--- src/rtl/lsu_pkg.sv ---
// lsu_pkg: shared definitions for the load/store unit.
//   - RISC-V funct3 width codes (F3_B, F3_H, F3_W, F3_BU, F3_HU)
//   - FSM state enum
//   - byte-lane select type and classification helpers
package lsu_pkg;

    localparam logic [2:0] F3_B  = 3'b000;
    localparam logic [2:0] F3_H  = 3'b001;
    localparam logic [2:0] F3_W  = 3'b010;
    localparam logic [2:0] F3_BU = 3'b100;
    localparam logic [2:0] F3_HU = 3'b101;

    localparam int LANE_W = 2;
    typedef logic [LANE_W-1:0] lane_t;

    typedef enum logic [2:0] {
        S_IDLE,
        S_LOAD,
        S_WRITE,
        S_RMW_READ,
        S_RMW_WRITE,
        S_RESP
    } lsu_state_e;

    // Unsigned widths are legal for loads only.
    function automatic logic f3_legal(input logic we, input logic [2:0] f3);
        case (f3)
            F3_B, F3_H, F3_W: f3_legal = 1'b1;
            F3_BU, F3_HU:     f3_legal = !we;
            default:          f3_legal = 1'b0;
        endcase
    endfunction

    function automatic logic misaligned(input logic [2:0] f3, input lane_t lane);
        case (f3)
            F3_H, F3_HU: misaligned = lane[0];
            F3_W:        misaligned = (lane != 2'b00);
            default:     misaligned = 1'b0;
        endcase
    endfunction

endpackage

--- src/rtl/lsu_if.sv ---
// lsu_if: request/response channel between the execute stage and the LSU.
//   master : execute stage (drives req_*, rsp_ready)
//   slave  : load_store_unit (drives req_ready, rsp_*)
interface lsu_if;
    logic        req_valid;
    logic        req_ready;
    logic        req_we;
    logic [2:0]  req_funct3;
    logic [31:0] req_addr;
    logic [31:0] req_wdata;
    logic        rsp_valid;
    logic        rsp_ready;
    logic [31:0] rsp_rdata;
    logic        rsp_err;

    modport master (
        output req_valid, req_we, req_funct3, req_addr, req_wdata, rsp_ready,
        input  req_ready, rsp_valid, rsp_rdata, rsp_err
    );

    modport slave (
        input  req_valid, req_we, req_funct3, req_addr, req_wdata, rsp_ready,
        output req_ready, rsp_valid, rsp_rdata, rsp_err
    );
endinterface

--- src/rtl/lsu_align.sv ---
// lsu_align: combinational byte-lane datapath.
//   funct3     in   width code of the latched request
//   lane       in   addr[1:0] of the latched request
//   word       in   memory word (load source or RMW merge source)
//   wdata      in   right-aligned store data (low half is all a sub-word store needs)
//   load_data  out  extracted and sign/zero-extended load value
//   merge_word out  word with the addressed byte/half replaced by wdata
module lsu_align
    import lsu_pkg::*;
(
    input  logic [2:0]  funct3,
    input  lane_t       lane,
    input  logic [31:0] word,
    input  logic [15:0] wdata,
    output logic [31:0] load_data,
    output logic [31:0] merge_word
);

    logic [4:0]  shamt;
    logic [31:0] shifted;
    logic [31:0] mask;
    logic [31:0] rep;

    assign shamt   = {lane, 3'b000};
    assign shifted = word >> shamt;

    // NOTE: every output of a combinational block gets a default first, so no
    // path through the case can leave it unassigned and infer a latch.
    always_comb begin
        load_data = '0;
        case (funct3)
            F3_B:    load_data = {{24{shifted[7]}}, shifted[7:0]};
            F3_H:    load_data = {{16{shifted[15]}}, shifted[15:0]};
            F3_BU:   load_data = {24'h0, shifted[7:0]};
            F3_HU:   load_data = {16'h0, shifted[15:0]};
            F3_W:    load_data = shifted;   // lane is 0 for a legal word access
            default: load_data = '0;
        endcase
    end

    // Store merge: replicate the store data across the word and let a lane
    // mask choose which bytes replace the captured word.
    always_comb begin
        mask = '0;
        rep  = '0;
        case (funct3)
            F3_B: begin
                mask = 32'h0000_00FF << shamt;
                rep  = {4{wdata[7:0]}};
            end
            F3_H: begin
                mask = 32'h0000_FFFF << {lane[1], 4'b0000};
                rep  = {2{wdata}};
            end
            default: begin
                mask = '0;
                rep  = '0;
            end
        endcase
    end

    assign merge_word = (word & ~mask) | (rep & mask);

endmodule

--- src/rtl/load_store_unit.sv ---
// load_store_unit: multi-cycle initiator for the word-organised data memory.
//   clk, rst_n   clock, asynchronous active-low reset
//   core         lsu_if.slave request/response channel from the execute stage
//   mem_read     memory read strobe
//   mem_write    memory write strobe (sampled by the memory on clk rising edge)
//   mem_addr     word-aligned byte address {addr[31:2], 2'b00}
//   mem_wdata    full word to write
//   mem_rdata    combinational read data, valid while mem_read is high
// Sub-word stores become read-modify-write; misaligned, out-of-range and
// illegal-width requests go straight to an error response without touching memory.
module load_store_unit
    import lsu_pkg::*;
#(
    parameter int MEM_WORDS = 256
) (
    input  logic        clk,
    input  logic        rst_n,
    lsu_if.slave        core,
    output logic        mem_read,
    output logic        mem_write,
    output logic [31:0] mem_addr,
    output logic [31:0] mem_wdata,
    input  logic [31:0] mem_rdata
);

    localparam logic [31:0] MEM_WORDS_U = 32'(MEM_WORDS);

    lsu_state_e  state_q, state_d;

    logic        we_q;
    logic [2:0]  f3_q;
    logic [31:0] addr_q;
    logic [31:0] wdata_q;
    logic [31:0] merge_q;
    logic [31:0] rdata_q;
    logic        err_q;

    logic        accept;
    logic        req_err;
    logic [31:0] align_word;
    logic [31:0] load_data;
    logic [31:0] merge_word;

    assign accept  = (state_q == S_IDLE) && core.req_valid;

    // Classification is done on the live request in the accept cycle so the
    // error path can reach RESP one cycle later.
    assign req_err = !f3_legal(core.req_we, core.req_funct3)
                   || misaligned(core.req_funct3, core.req_addr[1:0])
                   || ({2'b00, core.req_addr[31:2]} >= MEM_WORDS_U);

    // Only one of the two uses is live in any state: LOAD extracts from the
    // memory bus, RMW_WRITE merges into the captured word.
    assign align_word = (state_q == S_LOAD) ? mem_rdata : merge_q;

    lsu_align u_align (
        .funct3     (f3_q),
        .lane       (addr_q[1:0]),
        .word       (align_word),
        .wdata      (wdata_q[15:0]),
        .load_data  (load_data),
        .merge_word (merge_word)
    );

    // NOTE: sequential state uses non-blocking assignments so every register
    // samples pre-edge values regardless of block ordering.
    always_ff @(posedge clk or negedge rst_n) begin
        if (!rst_n) state_q <= S_IDLE;
        else        state_q <= state_d;
    end

    always_comb begin
        state_d   = state_q;
        mem_read  = 1'b0;
        mem_write = 1'b0;
        mem_wdata = '0;
        case (state_q)
            S_IDLE: begin
                if (core.req_valid) begin
                    if (req_err)                   state_d = S_RESP;
                    else if (!core.req_we)         state_d = S_LOAD;
                    else if (core.req_funct3 == F3_W) state_d = S_WRITE;
                    else                           state_d = S_RMW_READ;
                end
            end
            S_LOAD: begin
                mem_read = 1'b1;
                state_d  = S_RESP;
            end
            S_WRITE: begin
                mem_write = 1'b1;
                mem_wdata = wdata_q;
                state_d   = S_RESP;
            end
            S_RMW_READ: begin
                mem_read = 1'b1;
                state_d  = S_RMW_WRITE;
            end
            S_RMW_WRITE: begin
                mem_write = 1'b1;
                mem_wdata = merge_word;
                state_d   = S_RESP;
            end
            S_RESP: begin
                if (core.rsp_ready) state_d = S_IDLE;
            end
            default: state_d = S_IDLE;
        endcase
    end

    always_ff @(posedge clk or negedge rst_n) begin
        if (!rst_n) begin
            we_q    <= 1'b0;
            f3_q    <= '0;
            addr_q  <= '0;
            wdata_q <= '0;
            merge_q <= '0;
            rdata_q <= '0;
            err_q   <= 1'b0;
        end else begin
            if (accept) begin
                we_q    <= core.req_we;
                f3_q    <= core.req_funct3;
                addr_q  <= core.req_addr;
                wdata_q <= core.req_wdata;
                rdata_q <= '0;   // stores and errors respond with zero data
                err_q   <= req_err;
            end
            if (state_q == S_LOAD)     rdata_q <= load_data;
            if (state_q == S_RMW_READ) merge_q <= mem_rdata;
        end
    end

    assign mem_addr       = {addr_q[31:2], 2'b00};
    assign core.req_ready = (state_q == S_IDLE);
    assign core.rsp_valid = (state_q == S_RESP);
    assign core.rsp_rdata = rdata_q;
    assign core.rsp_err   = err_q;

    // we_q documents the latched direction; the state already encodes it.
    logic unused_we;
    assign unused_we = we_q;

endmodule

--- src/flat_wrapper.sv ---
// flat-port wrapper written by rule: the top's interface ports become plain ports
module load_store_unit_flat import lsu_pkg::*;
#(
    parameter int MEM_WORDS = 256
)
  (clk, rst_n, mem_read, mem_write, mem_addr, mem_wdata, mem_rdata, core_req_valid, core_req_we, core_req_funct3, core_req_addr, core_req_wdata, core_rsp_ready, core_req_ready, core_rsp_valid, core_rsp_rdata, core_rsp_err);
  lsu_if core_i ();
  input  logic clk;
  input  logic rst_n;
  output logic mem_read;
  output logic mem_write;
  output logic [31:0] mem_addr;
  output logic [31:0] mem_wdata;
  input  logic [31:0] mem_rdata;
  input wire logic [$bits(core_i.req_valid)-1:0] core_req_valid;
  input wire logic [$bits(core_i.req_we)-1:0] core_req_we;
  input wire logic [$bits(core_i.req_funct3)-1:0] core_req_funct3;
  input wire logic [$bits(core_i.req_addr)-1:0] core_req_addr;
  input wire logic [$bits(core_i.req_wdata)-1:0] core_req_wdata;
  input wire logic [$bits(core_i.rsp_ready)-1:0] core_rsp_ready;
  output wire logic [$bits(core_i.req_ready)-1:0] core_req_ready;
  output wire logic [$bits(core_i.rsp_valid)-1:0] core_rsp_valid;
  output wire logic [$bits(core_i.rsp_rdata)-1:0] core_rsp_rdata;
  output wire logic [$bits(core_i.rsp_err)-1:0] core_rsp_err;
  assign core_i.req_valid = core_req_valid;
  assign core_i.req_we = core_req_we;
  assign core_i.req_funct3 = core_req_funct3;
  assign core_i.req_addr = core_req_addr;
  assign core_i.req_wdata = core_req_wdata;
  assign core_i.rsp_ready = core_rsp_ready;
  assign core_req_ready = core_i.req_ready;
  assign core_rsp_valid = core_i.rsp_valid;
  assign core_rsp_rdata = core_i.rsp_rdata;
  assign core_rsp_err = core_i.rsp_err;
  load_store_unit #(.MEM_WORDS(MEM_WORDS)) u_core (.clk(clk), .rst_n(rst_n), .core(core_i), .mem_read(mem_read), .mem_write(mem_write), .mem_addr(mem_addr), .mem_wdata(mem_wdata), .mem_rdata(mem_rdata));
endmodule
--- config.mk ---
export PLATFORM = sky130hd
export DESIGN_NAME = load_store_unit_flat
export DESIGN_NICKNAME = d
export VERILOG_FILES = /design/src/rtl/lsu_pkg.sv /design/src/rtl/lsu_if.sv /design/src/rtl/lsu_align.sv /design/src/rtl/load_store_unit.sv /design/src/flat_wrapper.sv
export SDC_FILE = /design/constraint.sdc
export NUM_CORES = 1
export LEC_CHECK = 0
export CELL_PAD_IN_SITES_DETAIL_PLACEMENT = 1
export CELL_PAD_IN_SITES_GLOBAL_PLACEMENT = 1
export CORE_MARGIN = 5
export CORE_UTILIZATION = 41
export DETAILED_ROUTE_END_ITERATION = 10
export GPL_ROUTABILITY_DRIVEN = 0
export HOLD_SLACK_MARGIN = 0.1
export PLACE_DENSITY = 0.83
export SLEW_MARGIN = 5
export SYNTH_ARGS = -nofsm -noshare
export SYNTH_HDL_FRONTEND = slang
export SYNTH_SLANG_ARGS = --single-unit
--- constraint.sdc ---
create_clock -name clk -period 3.62 [get_ports clk]
set_input_delay 0.362 -clock clk [delete_from_list [all_inputs] [get_ports clk]]
set_output_delay 0.362 -clock clk [all_outputs]
set_load 0.01 [all_outputs]
==> reports/qor.json, run 1 <==
{
  "static_power_due_to_leakage": {"value": 4.09, "unit": "nW"},
  "synth_area_leaders": {"value": "sky130_fd_sc_hd__dfrtp_1 47%, sky130_fd_sc_hd__mux2_2 16%, sky130_fd_sc_hd__mux2i_1 8.6%"},
  "tightest_pin_transition": {"value": 0.901, "unit": "ns"},
  "ys_async_sr_fraction": {"value": 100, "unit": "%"},
  "vias_per_cell": {"value": 5.67},
  "synth_edf_count": {"value": 0},
  "finalWirelength": {"value": 24.8, "unit": "mm"},
  "path_class": {"value": "reg2out"},
  "ys.flop_type": {"value": "sky130_fd_sc_hd__dfrtp_1"},
  "ys_seq_elements": {"value": 135},
  "rsz0062_at_grt": {"value": "false"},
  "drt_pass1_iterations": {"value": 4},
  "worstSetupStartpointType": {"value": "register"},
  "initialDrtViolationCount": {"value": 326},
  "clkTransAtPathRegs": {"value": 0.06, "unit": "ns"},
  "worstPathMaxFanout": {"value": 10},
  "gr-usage-all-layers": {"value": 24.8, "unit": "%"},
  "clock_latency": {"value": 0.43, "unit": "ns"},
  "drt-wirelength-per-cell": {"value": 24.2, "unit": "um"},
  "placeableCoreArea": {"value": 17300, "unit": "sq um"},
  "layout_setup_ws": {"value": 0.190, "unit": "ns"},
  "worstHoldPathType": {"value": "reg2reg"},
  "worst_hold_startpoint": {"value": "u_core.wdata_q[19]"},
  "crit-reg2reg-launch": {"value": "u_core.state_q[2]"},
  "setup_tns": {"value": 0, "unit": "ns"},
  "remaining_routing_drc_violations": {"value": 0},
  "dpl.hpwl": {"value": 17.9, "unit": "mm"},
  "status": {"value": "finished, final reports clean"},
  "per_instance_average_area_after_synthesis": {"value": 11.7, "unit": "sq um"},
  "sinks_on_clock_net": {"value": 135},
  "grt_start_max_net_pins": {"value": 85},
  "antenna_violating_nets_post_route": {"value": 0},
  "arrival": {"value": 3.07, "unit": "ns"},
  "layout-drive-gt1-share": {"value": 22.2, "unit": "%"},
  "cp_data_required_time": {"value": 3.26, "unit": "ns"},
  "die_width": {"value": 143, "unit": "um"},
  "ys_types": {"value": 47},
  "post-synth-top-area-fraction": {"value": 46.7, "unit": "%"},
  "cts-htree-levels": {"value": 4},
  "flow.area_growth_from_synthesis": {"value": 36.2, "unit": "%"},
  "global_route_wire_length_before_repair": {"value": 38.9, "unit": "mm"},
  "r2r-end": {"value": "u_core.core.rsp_rdata[26]"},
  "clock_path_buffers": {"value": 2},
  "period_minus_slack": {"value": 3.43, "unit": "ns"},
  "hold_path_end": {"value": "u_core.wdata_q[19]"},
  "design.die.area": {"value": 20400, "unit": "sq um"},
  "hold_depth": {"value": 1},
  "syn_inst": {"value": 619},
  "portBuffers": {"value": 202},
  "synthesis.yosys.warnings": {"value": 0},
  "power_density_over_the_cells": {"value": 798, "unit": "nW/um^2"},
  "timing.reg2reg.worst_path_depth": {"value": 6},
  "yosysSeqAreaShare": {"value": 46.7, "unit": "%"},
  "antenna_found_initial": {"value": 1},
  "die_y_extent": {"value": 143, "unit": "um"},
  "number_of_cells_after_detailed_placement": {"value": 991},
  "first_global_vias": {"value": 6500},
  "ctsRootBufferMaster": {"value": "sky130_fd_sc_hd__clkbuf_16"},
  "achievable-frequency": {"value": 292, "unit": "MHz"},
  "tritoncts": {"value": "built"},
  "power.ir.vdd_worst": {"value": 0.000408, "unit": "V"},
  "worst_setup_slack_post_dpl": {"value": 0.513, "unit": "ns"},
  "final_hold_viols": {"value": 0},
  "cell_area_after_placement": {"value": 9210, "unit": "sq um"},
  "std_cell_rows": {"value": 48},
  "maxCapViolations": {"value": 0},
  "worst_slew_margin_rel": {"value": 39.9, "unit": "%"},
  "synth_top_cell_by_area": {"value": "sky130_fd_sc_hd__dfrtp_1"},
  "nNetsFinal": {"value": 894},
  "timing.final.setup_violations": {"value": 0},
  "final-instance-count-excl-fill": {"value": 1028},
  "start_util": {"value": 41.9, "unit": "%"},
  "cts_buffers": {"value": 17},
  "route.vias.total": {"value": 5831},
  "final_cell_area": {"value": 9860, "unit": "sq um"},
  "report.final.slew_viol_count": {"value": 0},
  "worst_setup_path_end_kind": {"value": "primary output"},
  "overflow": {"value": 0},
  "setup.reg_to_reg.worst_slack": {"value": 0.76, "unit": "ns"},
  "syn-cell-area": {"value": 7240, "unit": "sq um"},
  "timing.final.crit_share": {"value": 94.7, "unit": "%"},
  "final.setup_skew": {"value": 0.0139, "unit": "ns"},
  "gates_resized_cts_repair": {"value": 0},
  "io-pin-count": {"value": 205}
}
[layer usage]
metal	global-route usage, %	vias to the layer above	routed length, um
li1	-	2563	-
met1	31.2	2996	10200
met2	40.9	241	12200
met3	8.04	31	1990
met4	7.50	0	410
met5	0	-	0
[registers in the layout (all words and copies together) (netlist names)]
signal,cells
u_core.addr_q,32
u_core.core.rsp_err,1
u_core.core.rsp_rdata,32
u_core.f3_q,3
u_core.merge_q,32
u_core.state_q,3
u_core.wdata_q,32
[worst max-delay path, stage by stage (launching register included)]
cell and delay, ns:
sky130_fd_sc_hd__dfrtp_1 0.44, sky130_fd_sc_hd__nor2_1 0.29, sky130_fd_sc_hd__buf_4 0.25, sky130_fd_sc_hd__nand3_1 0.12
sky130_fd_sc_hd__o21bai_1 0.63, sky130_fd_sc_hd__nand2_1 0.11, sky130_fd_sc_hd__o21ai_0 0.18, sky130_fd_sc_hd__clkdlybuf4s50_1 0.61
[power by group]
part	internal (W)	switching, W	leakage [nW]	total [W]
clock network	0.00106	0.000705	0.288	0.00176
logic	0.00187	0.00179	2.15	0.00366
registers	0.00202	0.000425	1.65	0.00245
total	0.00495	0.00292	4.09	0.00787
[stage by stage]
stage               util [%]  total power (W)  hold WS [ns]
detailed placement      53.3          0.00600         0.474
global placement        53.3          0.00582         0.460
global route            57.0          0.00829         0.529
finish                  57.0          0.00787         0.509
floorplan                  -          0.00464        0.0664
CTS                     57.0          0.00790         0.510
[worst max-delay path by stage]
stage / start / endpoint / slack (ns) / cells after the start
floorplan: u_core.state_q[1] / mem_wdata[27] / 1.49 / 7
global placement: u_core.state_q[2] / mem_wdata[29] / 0.61 / 6
detailed placement: u_core.state_q[2] / mem_wdata[29] / 0.51 / 6
CTS: u_core.addr_q[1] / mem_wdata[5] / 0.17 / 6
global route: u_core.addr_q[1] / mem_wdata[0] / 0.01 / 6
finish: u_core.f3_q[1] / mem_wdata[5] / 0.19 / 7
[synthesized netlist by cell type, drive strengths merged (4+ instances only)]
cell and count:
a22o 17, buf 60, clkbuf 9, dfrtp 135, inv 10, mux2 106
mux2i 62, mux4 9, nand2 82, nand3 6, nor2 11, nor2b 4
nor3 4, nor4 6, o2111ai 16, o211ai 7, o21ai 35, o22a 8
o311ai 7
[cells in the final DEF (no fill, tap or decap), types with 2 or more instances in the layout]
cell type / synthesis / layout
sky130_fd_sc_hd__nand3_2: 2 / 2
sky130_fd_sc_hd__clkbuf_16: 0 / 17
sky130_fd_sc_hd__nor4_1: 6 / 6
sky130_fd_sc_hd__a31oi_1: 2 / 2
sky130_fd_sc_hd__mux2i_1: 62 / 62
sky130_fd_sc_hd__bufinv_16: 0 / 2
sky130_fd_sc_hd__clkinvlp_4: 0 / 2
sky130_fd_sc_hd__or2_2: 2 / 2
sky130_fd_sc_hd__o2111ai_1: 14 / 14
sky130_fd_sc_hd__conb_1: 1 / 2
sky130_fd_sc_hd__inv_6: 0 / 3
sky130_fd_sc_hd__clkdlybuf4s50_1: 0 / 201
sky130_fd_sc_hd__inv_1: 10 / 10
sky130_fd_sc_hd__mux2_2: 106 / 106
sky130_fd_sc_hd__nor3_1: 3 / 3
sky130_fd_sc_hd__and2_1: 3 / 3
sky130_fd_sc_hd__nor2_1: 9 / 8
sky130_fd_sc_hd__buf_4: 38 / 15
sky130_fd_sc_hd__a21oi_1: 3 / 3
sky130_fd_sc_hd__o21bai_1: 3 / 3
sky130_fd_sc_hd__o21ai_0: 33 / 33
sky130_fd_sc_hd__clkinv_4: 0 / 3
sky130_fd_sc_hd__o311ai_1: 7 / 7
sky130_fd_sc_hd__a22o_1: 17 / 17
sky130_fd_sc_hd__nand3_1: 4 / 4
sky130_fd_sc_hd__buf_12: 0 / 2
sky130_fd_sc_hd__nand2b_1: 2 / 2
sky130_fd_sc_hd__dfrtp_1: 135 / 135
sky130_fd_sc_hd__nor2_2: 2 / 2
sky130_fd_sc_hd__clkbuf_8: 0 / 2
sky130_fd_sc_hd__mux4_2: 8 / 8
sky130_fd_sc_hd__nor2b_1: 4 / 4
sky130_fd_sc_hd__o22a_1: 8 / 8
sky130_fd_sc_hd__o211ai_1: 7 / 7
sky130_fd_sc_hd__nand2_1: 81 / 81
[cells by family after synthesis]
| logic type | Yosys count | synth area share (%) |
|---|---|---|
| muxes | 177 | 27.9 |
| and+or+nand+nor | 125 | 8.05 |
| AOI/OAI and AO/OA | 102 | 10.5 |
| other | 1 | 0.0518 |
| buffers and inverters | 79 | 6.84 |
| DFF | 135 | 46.7 |
[timing repair]
item / 4_1_cts / 5_1_grt
buffers inserted: 4 / 0
setup endpoints to repair: 1 / 0
hold buffers: 1 / 0
hold endpoints to repair: 82 / 0
[final cells by class]
cell class	count	area (sq um)
clock inverters	12	144
fillers	1763	7430
well taps	225	282
inverters	10	37.5
multi-input cells	406	3380
clock buffers	19	453
diodes	1	2.50
flip-flops and latches	135	3380
repair buffers	220	2190
Note: power is estimated with default switching activity, not from simulation.
==> run 2: changes to the inputs <==
--- a/config.mk
+++ b/config.mk
@@ -13,7 +13,7 @@
 export GPL_ROUTABILITY_DRIVEN = 0
 export HOLD_SLACK_MARGIN = 0.1
 export PLACE_DENSITY = 0.83
-export SLEW_MARGIN = 5
+export SLEW_MARGIN = 20
 export SYNTH_ARGS = -nofsm -noshare
 export SYNTH_HDL_FRONTEND = slang
 export SYNTH_SLANG_ARGS = --single-unit
==> results of run 2 <==
Final layout, timing and power as in run 1 (identical DEF).
==> run 3: changes to the inputs <==
--- a/config.mk
+++ b/config.mk
@@ -8,11 +8,11 @@
 export CELL_PAD_IN_SITES_DETAIL_PLACEMENT = 1
 export CELL_PAD_IN_SITES_GLOBAL_PLACEMENT = 1
 export CORE_MARGIN = 5
-export CORE_UTILIZATION = 41
+export CORE_UTILIZATION = 38
 export DETAILED_ROUTE_END_ITERATION = 10
 export GPL_ROUTABILITY_DRIVEN = 0
 export HOLD_SLACK_MARGIN = 0.1
-export PLACE_DENSITY = 0.83
+export PLACE_DENSITY = 0.84
 export SLEW_MARGIN = 20
 export SYNTH_ARGS = -nofsm -noshare
 export SYNTH_HDL_FRONTEND = slang
==> constraint.sdc (replaced) <==
create_clock -name clk -period 3.7 [get_ports clk]
set_input_delay 0.37 -clock clk [delete_from_list [all_inputs] [get_ports clk]]
set_output_delay 0.37 -clock clk [all_outputs]
set_load 0.01 [all_outputs]
==> run 3 against run 2 <==
Against the previous run: first-iteration DRC count is 19% higher; hold slack got worse by 0.0021 ns; core utilization is 4.6 points lower; critical path depth shrank 2; combinational power fell by 4%; cell count rose by 0.39%; flip-flop and latch count stayed put; power shrank 4.0%; non-clock buffer count is 5 lower; clock skew grew 0.0012 ns; final area is 0.62% lower; count of clock-buffer cells in the layout fell by 1; largest power group unchanged.
==> reports/qor.json, run 3 (synthesized netlist as in run 1, its figures left out) <==
{
  "status": {"value": "finished, final reports clean"},
  "worst_setup_slack_post_dpl": {"value": 0.792, "unit": "ns"},
  "overflow": {"value": 0},
  "gates_resized_cts_repair": {"value": 0},
  "remaining_routing_drc_violations": {"value": 0},
  "final_cell_area": {"value": 9800, "unit": "sq um"},
  "drt_pass1_iterations": {"value": 5},
  "worstSetupStartpointType": {"value": "register"},
  "route.vias.total": {"value": 5853},
  "grt_start_max_net_pins": {"value": 86},
  "worst_slew_margin_rel": {"value": 38.1, "unit": "%"},
  "path_class": {"value": "reg2out"},
  "drt-wirelength-per-cell": {"value": 23.7, "unit": "um"},
  "worstPathMaxFanout": {"value": 16},
  "ctsRootBufferMaster": {"value": "sky130_fd_sc_hd__clkbuf_16"},
  "crit_slowest_cell": {"value": "sky130_fd_sc_hd__dfrtp_1"},
  "gr-usage-all-layers": {"value": 22.3, "unit": "%"},
  "period_minus_slack": {"value": 3.41, "unit": "ns"},
  "die_y_extent": {"value": 148, "unit": "um"},
  "cp_slowest_stage_delay": {"value": 0.77, "unit": "ns"},
  "first_global_vias": {"value": 6430},
  "cts_buffers": {"value": 17},
  "global_route_wire_length_before_repair": {"value": 38.0, "unit": "mm"},
  "commonest_non_fill_non_tap_cell_in_the_layout": {"value": "sky130_fd_sc_hd__clkdlybuf4s50_1"},
  "crit-reg2reg-launch": {"value": "u_core.state_q[2]"},
  "r2r-end": {"value": "u_core.core.rsp_rdata[20]"},
  "design.die.area": {"value": 21900, "unit": "sq um"},
  "worstHoldPathType": {"value": "reg2reg"},
  "nNetsFinal": {"value": 889},
  "maxCapViolations": {"value": 0},
  "std_cell_rows": {"value": 50},
  "timing.final.setup_violations": {"value": 0},
  "whs": {"value": 0.507, "unit": "ns"},
  "layout-drive-gt1-share": {"value": 21.6, "unit": "%"},
  "timing.final.crit_share": {"value": 92.3, "unit": "%"},
  "io-pin-count": {"value": 205},
  "crit_path_cell_trace": {"value": "o21ai_0 > nor2_2 > mux2i_1 > a22o_1 > clkdlybuf4s50_1"},
  "cell_area_after_placement": {"value": 9220, "unit": "sq um"},
  "worst_setup_path_startpoint": {"value": "u_core.f3_q[0]"},
  "portBuffers": {"value": 202},
  "report.final.slew_viol_count": {"value": 0},
  "clock_path_buffers": {"value": 2},
  "timing.reg2reg.worst_path_depth": {"value": 6},
  "power.ir.vdd_worst": {"value": 0.000380, "unit": "V"},
  "start_util": {"value": 38.7, "unit": "%"},
  "final.setup_skew": {"value": 0.0151, "unit": "ns"},
  "rsz0062_at_grt": {"value": "false"},
  "die_width": {"value": 148, "unit": "um"},
  "sinks_on_clock_net": {"value": 135},
  "crit_end": {"value": "mem_wdata[15]"},
  "setup.reg_to_reg.worst_slack": {"value": 0.97, "unit": "ns"},
  "arrival": {"value": 3.04, "unit": "ns"},
  "placeableCoreArea": {"value": 18700, "unit": "sq um"},
  "final_hold_viols": {"value": 0},
  "setup_tns": {"value": 0, "unit": "ns"},
  "tritoncts": {"value": "built"},
  "initialDrtViolationCount": {"value": 387},
  "achievable-frequency": {"value": 293, "unit": "MHz"},
  "antenna_violating_nets_post_route": {"value": 0},
  "cts-htree-levels": {"value": 4},
  "power_density_over_the_cells": {"value": 771, "unit": "nW/um^2"},
  "clock_latency": {"value": 0.43, "unit": "ns"},
  "tightest_pin_transition": {"value": 0.929, "unit": "ns"},
  "most-common-layout-cells": {"value": "201 x sky130_fd_sc_hd__clkdlybuf4s50_1, 135 x sky130_fd_sc_hd__dfrtp_1, 106 x sky130_fd_sc_hd__mux2_2, 81 x sky130_fd_sc_hd__nand2_1, 62 x sky130_fd_sc_hd__mux2i_1"},
  "dpl.hpwl": {"value": 18.1, "unit": "mm"},
  "vias_per_cell": {"value": 5.67},
  "cp_data_required_time": {"value": 3.33, "unit": "ns"},
  "static_power_due_to_leakage": {"value": 4.04, "unit": "nW"},
  "flow.area_growth_from_synthesis": {"value": 35.4, "unit": "%"},
  "layout_setup_ws": {"value": 0.286, "unit": "ns"},
  "finalWirelength": {"value": 24.5, "unit": "mm"},
  "antenna_found_initial": {"value": 1},
  "clkTransAtPathRegs": {"value": 0.06, "unit": "ns"},
  "worst_setup_path_end_kind": {"value": "primary output"}
}
-- run 3: power breakdown --
| group | total [W] | switching, W | internal (W) |
|---|---|---|---|
| logic | 0.00351 | 0.00173 | 0.00178 |
| registers | 0.00239 | 0.000409 | 0.00198 |
| clock network | 0.00167 | 0.000673 | 0.000994 |
| total | 0.00756 | 0.00281 | 0.00475 |
-- run 3: worst min-delay path by stage --
stage / start / end / slack [ns] / depth (start not counted)
global placement: rst_n / u_core.addr_q[14] / 0.49 / 1
floorplan: rst_n / u_core.addr_q[0] / 0.07 / 0
global route: u_core.merge_q[27] / u_core.merge_q[27] / 0.52 / 1
finish: u_core.wdata_q[22] / u_core.wdata_q[22] / 0.51 / 1
detailed placement: u_core.wdata_q[21] / u_core.wdata_q[21] / 0.50 / 1
CTS: u_core.wdata_q[21] / u_core.wdata_q[21] / 0.51 / 1
-- run 3: timing repair --
action	in CTS	in global routing
endpoints found under the hold margin	83	0
hold buffers	1	0
setup buffers	0	0
-- run 3: layout make-up --
type                       count  area, sq um
inverter                      10         37.5
timing repair buffer         215         2140
fill                        1936         8900
sequential                   135         3380
clock inverter                13          145
clock buffer                  18          429
antenna                        1         2.50
tap                          234          293
multi-input combinational    406         3380
-- run 3: stage by stage --
stage | power, W | utilization, % | std cells
6_report | 0.00756 | 52.4 | 1032
5_1_grt | 0.00797 | 52.4 | 1032
4_1_cts | 0.00761 | 52.4 | 1031
3_5_place_dp | 0.00587 | 49.3 | 999
3_3_place_gp | 0.00569 | 49.3 | 999
2_1_floorplan | 0.00453 | - | 620
-- run 3: layer usage --
layer / share of wire (%) / GRT usage (%) / vias to the layer above
li1: - / - / 2569
met1: 41 / 28.4 / 3015
met2: 49 / 36.9 / 246
met3: 8.3 / 7.11 / 23
met4: 1.4 / 5.64 / 0
met5: 0 / 0 / -
-- run 3: worst max-delay path: cells and delay by family, from the launching register on --
family / cells / cell delay [ns]
buffers and inverters: 1 / 0.57
DFF: 1 / 0.77
AOI/OAI and AO/OA: 2 / 0.47
muxes: 1 / 0.31
and+or+nand+nor: 1 / 0.51
